==> src/rtl/sobel_gradient_stage.sv <==
`default_nettype none
// ============================================================================
//  Module   : sobel_gradient_stage
//  Purpose  : Sliding 3x3 window over column triplets from the double line
//             buffer; computes the Sobel magnitude |Gx|+|Gy| saturated to
//             8 bits in a 3-stage pipeline with valid tracking, per-row edge
//             suppression and a frame-done pulse.
//  Revision : 1.0 - initial release
// ----------------------------------------------------------------------------
//  Ports
//    clk      in   1  rising-edge clock
//    rst      in   1  asynchronous active-low reset
//    valid_i  in   1  column triplet valid (line buffer write enable)
//    data0_i  in   8  pixel from row y-2 (oldest)
//    data1_i  in   8  pixel from row y-1
//    data2_i  in   8  pixel from row y (newest)
//    valid_o  out  1  data_o holds a gradient pixel
//    data_o   out  8  saturated gradient magnitude (or binary 0/255)
//    done_o   out  1  one-cycle pulse with the last output pixel of a frame
//  Configuration
//    SOBEL_THRESHOLD_EN  when defined, data_o is 255 if the saturated
//                        magnitude >= THRESHOLD, otherwise 0.
// ============================================================================
module sobel_gradient_stage #(
  parameter int         IMG_WIDTH  = 5,
  parameter int         IMG_HEIGHT = 5,
  parameter logic [7:0] THRESHOLD  = 8'd64
) (
  input  logic       clk,
  input  logic       rst,
  input  logic       valid_i,
  input  logic [7:0] data0_i,
  input  logic [7:0] data1_i,
  input  logic [7:0] data2_i,
  output logic       valid_o,
  output logic [7:0] data_o,
  output logic       done_o
);

  localparam int                COL_W     = $clog2(IMG_WIDTH);
  localparam int                ROW_W     = $clog2(IMG_HEIGHT);
  localparam logic [COL_W-1:0]  COL_LAST  = COL_W'(IMG_WIDTH - 1);
  localparam logic [COL_W-1:0]  COL_FIRST = COL_W'(2);
  // Only IMG_HEIGHT-2 triplet rows exist per frame: the first two image rows
  // are consumed filling the line buffer.
  localparam logic [ROW_W-1:0]  ROW_LAST  = ROW_W'(IMG_HEIGHT - 3);

  // --------------------------------------------------------------------------
  // Stage 1: window, counters, complete/last flags
  // --------------------------------------------------------------------------
  logic [COL_W-1:0] col;
  logic [ROW_W-1:0] row;
  logic [7:0]       win [3][3];   // win[row][col], col 2 is newest
  logic             s1_valid;
  logic             s1_last;
  logic             col_wrap;
  logic             frame_end;

  assign col_wrap  = (col == COL_LAST);
  assign frame_end = col_wrap && (row == ROW_LAST);

  always_ff @(posedge clk or negedge rst) begin
    if (!rst) begin
      col      <= '0;
      row      <= '0;
      s1_valid <= 1'b0;
      s1_last  <= 1'b0;
      for (int r = 0; r < 3; r++) begin
        for (int c = 0; c < 3; c++) begin
          win[r][c] <= 8'd0;
        end
      end
    end else begin
      // Columns 0 and 1 of a row only prime the window, so no window ever
      // straddles two rows.
      s1_valid <= valid_i && (col >= COL_FIRST);
      s1_last  <= valid_i && frame_end;
      if (valid_i) begin
        for (int r = 0; r < 3; r++) begin
          win[r][0] <= win[r][1];
          win[r][1] <= win[r][2];
        end
        win[0][2] <= data0_i;
        win[1][2] <= data1_i;
        win[2][2] <= data2_i;
        if (col_wrap) begin
          col <= '0;
          row <= frame_end ? '0 : row + ROW_W'(1);
        end else begin
          col <= col + COL_W'(1);
        end
      end
    end
  end

  // 1-2-1 weighted sum of three pixels; max 1020, fits 11 bits.
  function automatic logic [10:0] wsum(input logic [7:0] a,
                                       input logic [7:0] b,
                                       input logic [7:0] c);
    return {3'b000, a} + {2'b00, b, 1'b0} + {3'b000, c};
  endfunction

  logic [10:0] gx_comb;
  logic [10:0] gy_comb;

  // Gx: right column minus left column. Gy: bottom row minus top row.
  assign gx_comb = wsum(win[0][2], win[1][2], win[2][2])
                 - wsum(win[0][0], win[1][0], win[2][0]);
  assign gy_comb = wsum(win[2][0], win[2][1], win[2][2])
                 - wsum(win[0][0], win[0][1], win[0][2]);

  // --------------------------------------------------------------------------
  // Stage 2: registered gradients (two's complement, range +/-1020)
  // --------------------------------------------------------------------------
  logic [10:0] gx;
  logic [10:0] gy;
  logic        s2_valid;
  logic        s2_last;

  always_ff @(posedge clk or negedge rst) begin
    if (!rst) begin
      gx       <= 11'd0;
      gy       <= 11'd0;
      s2_valid <= 1'b0;
      s2_last  <= 1'b0;
    end else begin
      gx       <= gx_comb;
      gy       <= gy_comb;
      s2_valid <= s1_valid;
      s2_last  <= s1_last;
    end
  end

  // --------------------------------------------------------------------------
  // Stage 3: magnitude, saturation, optional binarisation
  // --------------------------------------------------------------------------
  function automatic logic [10:0] abs11(input logic [10:0] v);
    return v[10] ? (~v + 11'd1) : v;
  endfunction

  logic [10:0] mag;
  logic [7:0]  sat;
  logic [7:0]  pix;

  // |Gx|+|Gy| peaks at 2040, which still fits 11 unsigned bits.
  assign mag = abs11(gx) + abs11(gy);
  assign sat = (mag > 11'd255) ? 8'hFF : mag[7:0];

`ifdef SOBEL_THRESHOLD_EN
  assign pix = (sat >= THRESHOLD) ? 8'd255 : 8'd0;
`else
  assign pix = sat;
`endif

  always_ff @(posedge clk or negedge rst) begin
    if (!rst) begin
      valid_o <= 1'b0;
      data_o  <= 8'd0;
      done_o  <= 1'b0;
    end else begin
      valid_o <= s2_valid;
      data_o  <= pix;
      done_o  <= s2_valid && s2_last;
    end
  end

endmodule
`default_nettype wire

==> config.mk <==
export PLATFORM = sky130hd
export DESIGN_NAME = sobel_gradient_stage
export DESIGN_NICKNAME = d
export VERILOG_FILES = /design/src/rtl/sobel_gradient_stage.sv
export SDC_FILE = /design/constraint.sdc
export NUM_CORES = 1
export LEC_CHECK = 0
export ABC_AREA = 1
export BUFFER_PORTS_ARGS = -buffer_cell sky130_fd_sc_hd__buf_2
export CORE_ASPECT_RATIO = 0.8
export CORE_MARGIN = 2
export CORE_UTILIZATION = 50
export DETAILED_ROUTE_END_ITERATION = 8
export GPL_ROUTABILITY_DRIVEN = 1
export PLACE_DENSITY = 0.72
export SYNTH_ARGS = -nofsm -noshare
export SYNTH_HDL_FRONTEND = slang
export SYNTH_SLANG_ARGS = --single-unit
==> constraint.sdc <==
create_clock -name clk -period 4 [get_ports clk]
set_input_delay 0.2 -clock clk [delete_from_list [all_inputs] [get_ports clk]]
set_output_delay 0.2 -clock clk [all_outputs]
set_load 0.01 [all_outputs]
==> metrics <==
First DRT Iteration DRCs=309; Simple-Gate Fraction of Synth Area=14.50%; worst setup margin=0.5869 ns; RSZ-0062 raised after global routing=no; crit path to=gy[7]; first-pass iteration count of the detailed router=4; Max Buffers Root-to-Sink=2; kind of critical path=reg -> reg; type of destination of the critical path=flop; CP Buf/Inv Count=2; post-synth net total=896; Startpoint Class=flop; synth cell count leaders=159 x nand2_1, 141 x inv_1, 114 x dfrtp_1; Hold Crit Depth=3; vias per cell=4.812; Fin. Hold Viols=0; largest net degree at the start of global routing=114; Reg2Reg Capture Point=gy[7]; global-route usage over all layers=19.67%; Ant. Diodes=0; Core Box Area=14150 sq um; Synth top area share=39.84%; die footprint=15300 sq um; row cnt=39; XOR/XNOR share of the synthesized area=4.281%; Tmin final=3.413 ns; Die Y=111.0 microns; Avg Cell Area, Syn=9.360 sq um; CP required=4.29 ns; layout cells sized above 1=10.05%; min-delay src=data2_i[1]; top_reg_cell synth=dfrtp_1; largest family of logic cells by synthesized area=adder cells; Final #Nets=954; Gate Count Post-Synth=765; area taken by multi-input logic gates=3690 sq um; critical-path cell list=inv_1 -> fa_1 -> fa_1 -> fa_1 -> inv_1 -> fa_1 -> o21ai_1 -> nand2_1 -> nand2_1 -> a21oi_1 -> xnor2_1; TritonCTS Buffers=17; initial core utilization=50.60%; CTS tree=yes; CTS root buf=clkbuf_16; sequential area share after synthesis=39.84%; Synth Area in Compound Gates=7.968%; Top Ports=37; final setup fails=0; post-CTS sizing=0; Slew @ Worst Pin=1.097 ns; Slew HR=26.78%; Residual DRC=0; Synth area leader=dfrtp_1; dominant cells by area after synthesis=dfrtp_1 40%, fa_1 18%, nand2_1 8.3%, inv_1 7.4%, ha_1 7.2%; worst flop-to-flop path startpoint=win[50]; CTS H-Tree Depth=4; global route total overflow=0; setup TNS=0 ns; mux share of post-synthesis cell area=0%; Area Overhead vs Synth=15.97%; worst setup path start=win[50]; crit-path max FO=3; Adder-Cell Fraction of Synth Area=24.78%; YS warnings=0; Crit path largest cell delay=0.59 ns; Final ANT Viol Nets=0; dpl hpwl=9.713 mm; Setup WS pre-CTS=0.6050 ns; die span in x=137.8 microns; register bit count reported by yosys=114; initial antenna violation count=0; per-cell routed wire length=13.03 microns; cell repeated most along the worst path=fa_1; CP Data Arrival Time=3.71 ns; Reg area=2853 sq um; Post-synth ARST share=100.0%; worst reg-to-reg setup slack=0.59 ns; Post-synth EDFFs=0; worst skew pair latency=0.42 ns; IO buf count=36; mapped cell area=7161 sq um; Yosys cell types=29; via count=4908; R2R depth=11; CP delay by family, top=adder cells; Highest Clock Rate=0.2930 GHz; Clk pin slew, worst setup/hold paths=0.05 ns; top-count cell post-synth=nand2_1; worst min path class=in -> reg; Crit-path slowest cell=fa_1; Setup Skew=0.009272 ns; vias in the first global route=4993; GP Congestion=0.8795; WP depth=11; WL final=13.29 mm; status=finished, final reports clean; final slew viol count=0; number of fillers in the final layout=1199; clock sink count=114; first-pass GRT wire length=23.28 mm; max cap viols=0; Final Cycle Share=85.33%
[layout by cell type (no fill, tap or decap), drive strengths merged]
cell type / count
nand2: 167
clkinvlp: 1
nor2: 31
fa: 63
clkinv: 4
bufinv: 4
nor3: 3
o21bai: 3
dfrtp: 114
buf: 39
o21a: 1
nand4: 6
o21ai: 80
o22ai: 1
dlygate4sd3: 18
and2: 1
inv: 142
nand3b: 2
xor2: 23
clkbuf: 23
a21oi: 26
ha: 41
nand3: 31
xnor2: 12
[timing repair]
| item | CTS | global route |
|---|---|---|
| setup buffers | 0 | 0 |
| hold buffers | 18 | 0 |
| endpoints found under the hold margin | 69 | 0 |
[worst min-delay path by stage]
stage / endpoint
finish: win[1]
global route: win[51]
CTS: win[1]
detailed placement: win[39]
global placement: win[39]
floorplan: col[0]
[tightest hold or removal path: stages]
cell     delay [ns]
buf_2          0.08
nand2_1        0.04
nand2_1        0.07
[through the flow]
| step | util, % | hold WS (ns) | instance area (sq um) | instances |
|---|---|---|---|---|
| after floorplan | - | -0.09559 | 7161 | 765 |
| after global placement | 53.08 | 0.2917 | 7511 | 970 |
| after detailed placement | 53.08 | 0.2913 | 7511 | 970 |
| after CTS | 58.68 | 0.0007506 | 8304 | 1020 |
| after global routing | 58.68 | 0.01404 | 8304 | 1020 |
| final | 58.68 | 0.01266 | 8304 | 1020 |
[flip-flops by register name, summed over array words and instances (netlist names)]
register	flops
s2_last	1
done_o	1
row	3
s1_last	1
gy	11
gx	11
valid_o	1
data_o	8
s1_valid	1
s2_valid	1
win	72
col	3
[cell type report]
cell class	count	area share (%)
multi-input cells	491	44.43
flip-flops and latches	114	34.35
inverters	142	6.419
clock buffers	23	5.515
repair buffers	57	4.641
well taps	184	2.772
clock inverters	9	1.868
[kinds of logic after synthesis]
group | after synthesis
simple gates | 241
buf+inv | 160
flops | 114
compound gates | 111
fa+ha+maj | 104
xor+xnor | 35
[per-layer routing]
layer  global-route usage (%)  wire (microns)
met1                    28.42            6461
met2                    29.12            6154
met3                    5.350             484
met4                    6.054             190
met5                        0               0
Power is not shown: default switching activity piles up to over one toggle a cycle in this logic, so the estimate is an artifact.
